<file path="config.mk">
export PLATFORM = sky130hd
export DESIGN_NAME = fetch_align_buffer
export DESIGN_NICKNAME = d
export VERILOG_FILES = /design/src/rtl/fetch_align_buffer.sv
export SDC_FILE = /design/constraint.sdc
export NUM_CORES = 1
export LEC_CHECK = 0
export ABC_AREA = 1
export CORE_ASPECT_RATIO = 0.5
export CORE_MARGIN = 2
export CORE_UTILIZATION = 37
export DETAILED_ROUTE_END_ITERATION = 6
export PLACE_DENSITY = 0.64
export SLEW_MARGIN = 20
export SYNTH_ARGS = -nofsm -noshare
export SYNTH_HDL_FRONTEND = slang
export SYNTH_SLANG_ARGS = --single-unit
export TNS_END_PERCENT = 30
</file>
<file path="constraint.sdc">
create_clock -name clk -period 3.47 [get_ports clk]
set_input_delay 0.347 -clock clk [delete_from_list [all_inputs] [get_ports clk]]
set_output_delay 0.347 -clock clk [all_outputs]
set_load 0.005 [all_outputs]
</file>
<file path="src/rtl/fetch_align_buffer.sv">
// fetch_align_buffer: word-aligned fetch front end that re-slices returned
// memory words into halfwords and hands out one complete RVC (16-bit) or
// full-width (32-bit) instruction per handshake, with its PC.
module fetch_align_buffer #(
  parameter logic [31:0] RESET_PC = 32'h0000_0000
) (
  input  logic        clk,
  input  logic        rstn,
  // flush / restart
  input  logic        redirect_valid,
  input  logic [31:0] redirect_pc,
  // fetch request
  output logic        mem_req_valid,
  output logic [31:0] mem_req_addr,
  input  logic        mem_req_ready,
  // fetch response
  input  logic        mem_rsp_valid,
  input  logic [31:0] mem_rsp_data,
  // instruction output
  output logic        out_valid,
  input  logic        out_ready,
  output logic [31:0] out_instr,
  output logic [31:0] out_pc,
  output logic        out_is_compressed
);

  localparam int DEPTH = 4;

  // Halfword ring buffer. Contents need no reset: a slot is only looked at
  // once the occupancy count says it has been written.
  logic [15:0] r_buf [DEPTH];
  logic [1:0]  r_rd_ptr;
  logic [2:0]  r_count;
  logic [31:0] r_head_pc;

  // Fetch-side state
  logic [31:0] r_fetch_addr;
  logic        r_skip_low;    // first word after a redirect to pc[1]=1: keep only the high half
  logic        r_outstanding; // one request in flight
  logic        r_drop;        // in-flight response belongs to a flushed stream

  // Combinational helpers
  logic [1:0]  w_rd_ptr1;
  logic [1:0]  w_wr_ptr;
  logic [15:0] w_hw0;
  logic [15:0] w_hw1;
  logic        w_is_c;
  logic        w_len_ok;
  logic        w_pop;
  logic [2:0]  w_pop_n;
  logic        w_push;
  logic [2:0]  w_push_n;
  logic [2:0]  w_count_next;
  logic        w_req_fire;
  logic        w_rsp_seen;
  logic [DEPTH-1:0] w_slot_we;
  logic [15:0]      w_slot_wdata [DEPTH];

  // Head of buffer and instruction-length decode
  assign w_rd_ptr1 = r_rd_ptr + 2'd1;
  assign w_hw0     = r_buf[r_rd_ptr];
  assign w_hw1     = r_buf[w_rd_ptr1];
  assign w_is_c    = (w_hw0[1:0] != 2'b11);
  assign w_len_ok  = w_is_c ? (r_count != 3'd0) : (r_count >= 3'd2);

  // Output port; the consumer is flushed together with us on a redirect.
  assign out_valid         = rstn && !redirect_valid && w_len_ok;
  assign out_instr         = !w_len_ok ? 32'h0 :
                             (w_is_c ? {16'h0, w_hw0} : {w_hw1, w_hw0});
  assign out_pc            = r_head_pc;
  assign out_is_compressed = w_len_ok && w_is_c;

  // Issue only when the worst-case response (two halfwords) is sure to fit.
  assign mem_req_valid = rstn && !redirect_valid && !r_outstanding && (r_count <= 3'd2);
  assign mem_req_addr  = r_fetch_addr;
  assign w_req_fire    = mem_req_valid && mem_req_ready;

  // Pop and push amounts for this cycle
  assign w_pop        = out_valid && out_ready;
  assign w_pop_n      = !w_pop ? 3'd0 : (w_is_c ? 3'd1 : 3'd2);
  assign w_rsp_seen   = mem_rsp_valid && r_outstanding;
  assign w_push       = w_rsp_seen && !r_drop && !redirect_valid;
  assign w_push_n     = !w_push ? 3'd0 : (r_skip_low ? 3'd1 : 3'd2);
  assign w_count_next = r_count + w_push_n - w_pop_n;

  // Pushes only happen while count <= 2, so the write pointer never wraps
  // past the read pointer.
  assign w_wr_ptr = r_rd_ptr + r_count[1:0];

  // Per-slot write enable and data: slot at wr_ptr takes the low half (or the
  // high half when skipping), the following slot takes the high half.
  for (genvar gi = 0; gi < DEPTH; gi++) begin : g_slot
    logic [1:0] w_off;
    assign w_off            = 2'(gi) - w_wr_ptr;
    assign w_slot_we[gi]    = w_push &&
                              ((w_off == 2'd0) || ((w_off == 2'd1) && !r_skip_low));
    assign w_slot_wdata[gi] = ((w_off == 2'd0) && !r_skip_low) ? mem_rsp_data[15:0]
                                                               : mem_rsp_data[31:16];
  end

  // Halfword storage writes
  always_ff @(posedge clk) begin
    for (int i = 0; i < DEPTH; i++) begin
      if (w_slot_we[i]) begin
        r_buf[i] <= w_slot_wdata[i];
      end
    end
  end

  // Buffer occupancy, read pointer and head PC; a redirect empties the buffer
  always_ff @(posedge clk or negedge rstn) begin
    if (!rstn) begin
      r_count   <= 3'd0;
      r_rd_ptr  <= 2'd0;
      r_head_pc <= RESET_PC;
    end else if (redirect_valid) begin
      r_count   <= 3'd0;
      r_rd_ptr  <= 2'd0;
      r_head_pc <= {redirect_pc[31:1], 1'b0};
    end else begin
      r_count  <= w_count_next;
      r_rd_ptr <= r_rd_ptr + w_pop_n[1:0];
      if (w_pop) begin
        r_head_pc <= r_head_pc + {28'h0, w_pop_n, 1'b0};
      end
    end
  end

  // Fetch address, skip flag, outstanding request and stale-response tracking
  always_ff @(posedge clk or negedge rstn) begin
    if (!rstn) begin
      r_fetch_addr  <= {RESET_PC[31:2], 2'b00};
      r_skip_low    <= RESET_PC[1];
      r_outstanding <= 1'b0;
      r_drop        <= 1'b0;
    end else if (redirect_valid) begin
      r_fetch_addr <= {redirect_pc[31:2], 2'b00};
      r_skip_low   <= redirect_pc[1];
      if (r_outstanding) begin
        if (mem_rsp_valid) begin
          // the in-flight response lands now and is simply not pushed
          r_outstanding <= 1'b0;
          r_drop        <= 1'b0;
        end else begin
          r_drop <= 1'b1;
        end
      end
    end else begin
      if (w_req_fire) begin
        r_outstanding <= 1'b1;
        r_fetch_addr  <= r_fetch_addr + 32'd4;
      end
      if (w_rsp_seen) begin
        r_outstanding <= 1'b0;
        r_drop        <= 1'b0;
        if (!r_drop) begin
          r_skip_low <= 1'b0;
        end
      end
    end
  end

endmodule

</file>
==> metrics.md <==
| Metric | Value |
|---|---|
| Layout Nets | `1501` |
| Buffers on Ports | `164` |
| Initial antenna violation count | `0` |
| Via count | `9058` |
| Asr flop ratio synth | `51.9%` |
| Vias in the first global route | `8508` |
| Register area share after synthesis | `41.3%` |
| Final worst-path cycle share | `89.1%` |
| Initial Util | `38.2%` |
| Worst-skew pair later-pin latency | `430 ps` |
| Reg clk slew, reported paths | `70 ps` |
| Yosys warns | `0` |
| ANT nets after route | `0` |
| Crit path arrival time | `2750 ps` |
| Worst-margin pin slew | `841 ps` |
| Setup Skew | `10.4 ps` |
| Critical path fanouts, max | `42` |
| Post-Route WL | `29300 um` |
| F_max | `323 MHz` |
| Leakage power | `5.00 nW` |
| Routed len/inst | `16.8 um` |
| Number of DRC markers in iteration 0 | `1041` |
| Share of layout cells above drive strength 1 | `6.49%` |
| Placed insts | `1709` |
| Top post-synthesis cells by count | `nand2_1, nor2_1, inv_1` |
| Synth cell types | `44` |
| Post-synth top area share | `21.7%` |
| Layout area overhead | `29.4%` |
| Final min period | `3090 ps` |
| Gr usage total | `23.3%` |
| CTS tree | `done` |
| Vias/cell | `5.20` |
| Mapped Area | `8840 um2` |
| Layout Utilization | `49.4%` |
| Clk Tree Root Cell | `clkbuf_16` |
| Seq cells post-synth | `133` |
| Worst slew margin | `43.9%` |
| Max-slew violations | `0` |
| Worst Hold Class | `input pin to async pin` |
| Setup ws final | `377 ps` |
| Grt total ovfl | `0` |
| CTS Hold Bufs | `0` |
| Largest cells by area after synthesis | `edfxtp_1, nand2_1, dfrtp_1` |
| Power consumption | `5.74 mW` |
| Worst Path Required | `3120 ps` |
| RePlAce Congestion | `0.928` |
| DP Worst Slack | `245 ps` |
| Critical Path Source Type | `flip-flop` |
| Setup Crit Path Kind | `flip-flop to output port` |
| Post-DP Area | `10800 um2` |
| Most frequent cell after synthesis | `nand2_1` |
| Pwr dens | `502 nW/um2` |
| Outcome | `complete, no violations` |
| Synth Instances | `1263` |
| Clock buffer count from CTS | `17` |
| Number of enable flip-flop cells after synthesis | `64` |
| DP Wirelength | `21000 um` |
| Die X | `223 um` |
| Global-route wire length before repair | `46100 um` |
| TritonRoute pass-1 iters | `5` |
| Die area | `25200 um2` |
| Design area | `11400 um2` |
| DRC Markers | `0` |
| Longest Clk Path Bufs | `2` |
| Worst hold slack | `47.6 ps` |
| Final Hold Viols | `0` |
| Number of max-cap violations | `0` |
| Worst Setup End Kind | `output port` |
| Htree depth | `4` |
| Ys flop type | `dfrtp_1` |
| CTS sink cnt | `133` |
| Syn Area/Cell | `7.00 um2` |
| Maximum VDD drop | `0.294 mV` |
| Setup TNS | `0 ps` |
| Fin cells | `1741` |
| Endpoints failing setup | `0` |
| Diode count | `0` |
| Largest net degree at the start of global routing | `76` |
| Placeable Area | `23100 um2` |
| Synth area leader | `edfxtp_1` |
| I/O pin count | `169` |
| Die span in y | `113 um` |
| Row count | `39` |
-- logic make-up (layout without fill, tap and decap cells) --
family,after synthesis,in the layout,synth area share (%)
buf+inv,162,331,7.81
xor+xnor,24,24,2.38
compound gates,209,209,12.7
other cells,1,3,0.0424
fa+ha+maj,10,10,1.67
simple gates,724,724,34.2
flops,133,133,41.3
-- registers in the layout, indices dropped and copies added (netlist names) --
register,cells
r_rd_ptr,2
r_drop,1
r_outstanding,1
r_count,3
mem_req_addr,30
r_skip_low,1
out_pc,31
r_buf,64
-- worst max-delay path: stages, from the launching register on --
cell and delay [ps]:
dfrtp_2 490, buf_4 440, nor2_2 70, buf_4 190, inv_1 240, o22ai_1 110
nor3_1 230, clkdlybuf4s50_1 550
-- placed cells by master (no fill, tap or decap), types with 3 or more instances in the layout --
| master | count |
|---|---|
| inv_2 | 5 |
| clkdlybuf4s50_1 | 162 |
| nand3_2 | 5 |
| ha_1 | 7 |
| edfxtp_1 | 64 |
| nand2_1 | 474 |
| a31oi_1 | 3 |
| o21ai_1 | 33 |
| o22ai_1 | 8 |
| clkbuf_16 | 17 |
| xor2_1 | 20 |
| bufinv_16 | 4 |
| nor2_1 | 116 |
| a21oi_1 | 65 |
| nand2_2 | 5 |
| clkinvlp_4 | 6 |
| inv_1 | 101 |
| xnor2_1 | 4 |
| nor2_2 | 5 |
| nor2_4 | 3 |
| nand3b_1 | 14 |
| o21ai_0 | 81 |
| a2111oi_0 | 6 |
| o211ai_1 | 4 |
| dfrtp_1 | 67 |
| nor3_1 | 21 |
| buf_4 | 27 |
| nand3_1 | 66 |
| conb_1 | 3 |
| nand4_1 | 9 |
| fa_1 | 3 |
-- path summary, 6_finish.rpt --
path	from	end	slack, ps	depth (start not counted)
min in group clk	redirect_valid	mem_req_addr[5]	400	4
worst min register to register	r_drop	r_drop	540	2
worst min-delay path	rstn	out_pc[16]	50	2
max in group asynchronous	rstn	r_rd_ptr[0]	2500	3
worst max register to register	r_rd_ptr[0]	out_pc[24]	390	23
worst max-delay path	r_rd_ptr[0]	out_instr[24]	380	7
-- metal layers --
| metal | part of all wire [%] | track usage [%] |
|---|---|---|
| met2 | 48 | 39.4 |
| met4 | 1.4 | 5.73 |
| met5 | 0 | 0 |
| met1 | 44 | 31.2 |
| met3 | 6.9 | 4.23 |
-- where the power goes --
part / internal [mW] / leakage (nW) / switching (mW)
logic: 0.765 / 3.28 / 0.905
registers: 1.85 / 1.43 / 0.244
clock network: 1.21 / 0.288 / 0.765
-- layout make-up --
cell class / instances / area (um2)
Timing Repair Buffer: 191 / 1830
Inverter: 108 / 408
Clock buffer: 17 / 425
Tap cell: 307 / 384
Clock inverter: 15 / 205
Fill cell: 2261 / 11700
Multi-Input combinational cell: 970 / 4530
Sequential cell: 133 / 3650
-- timing repair --
item                       CTS  global route
hold endpoints to repair     0             0
setup endpoints to repair    0            10
gates resized for setup      0             6
buffers inserted             0             0
(Power assumes the default switching activity.)
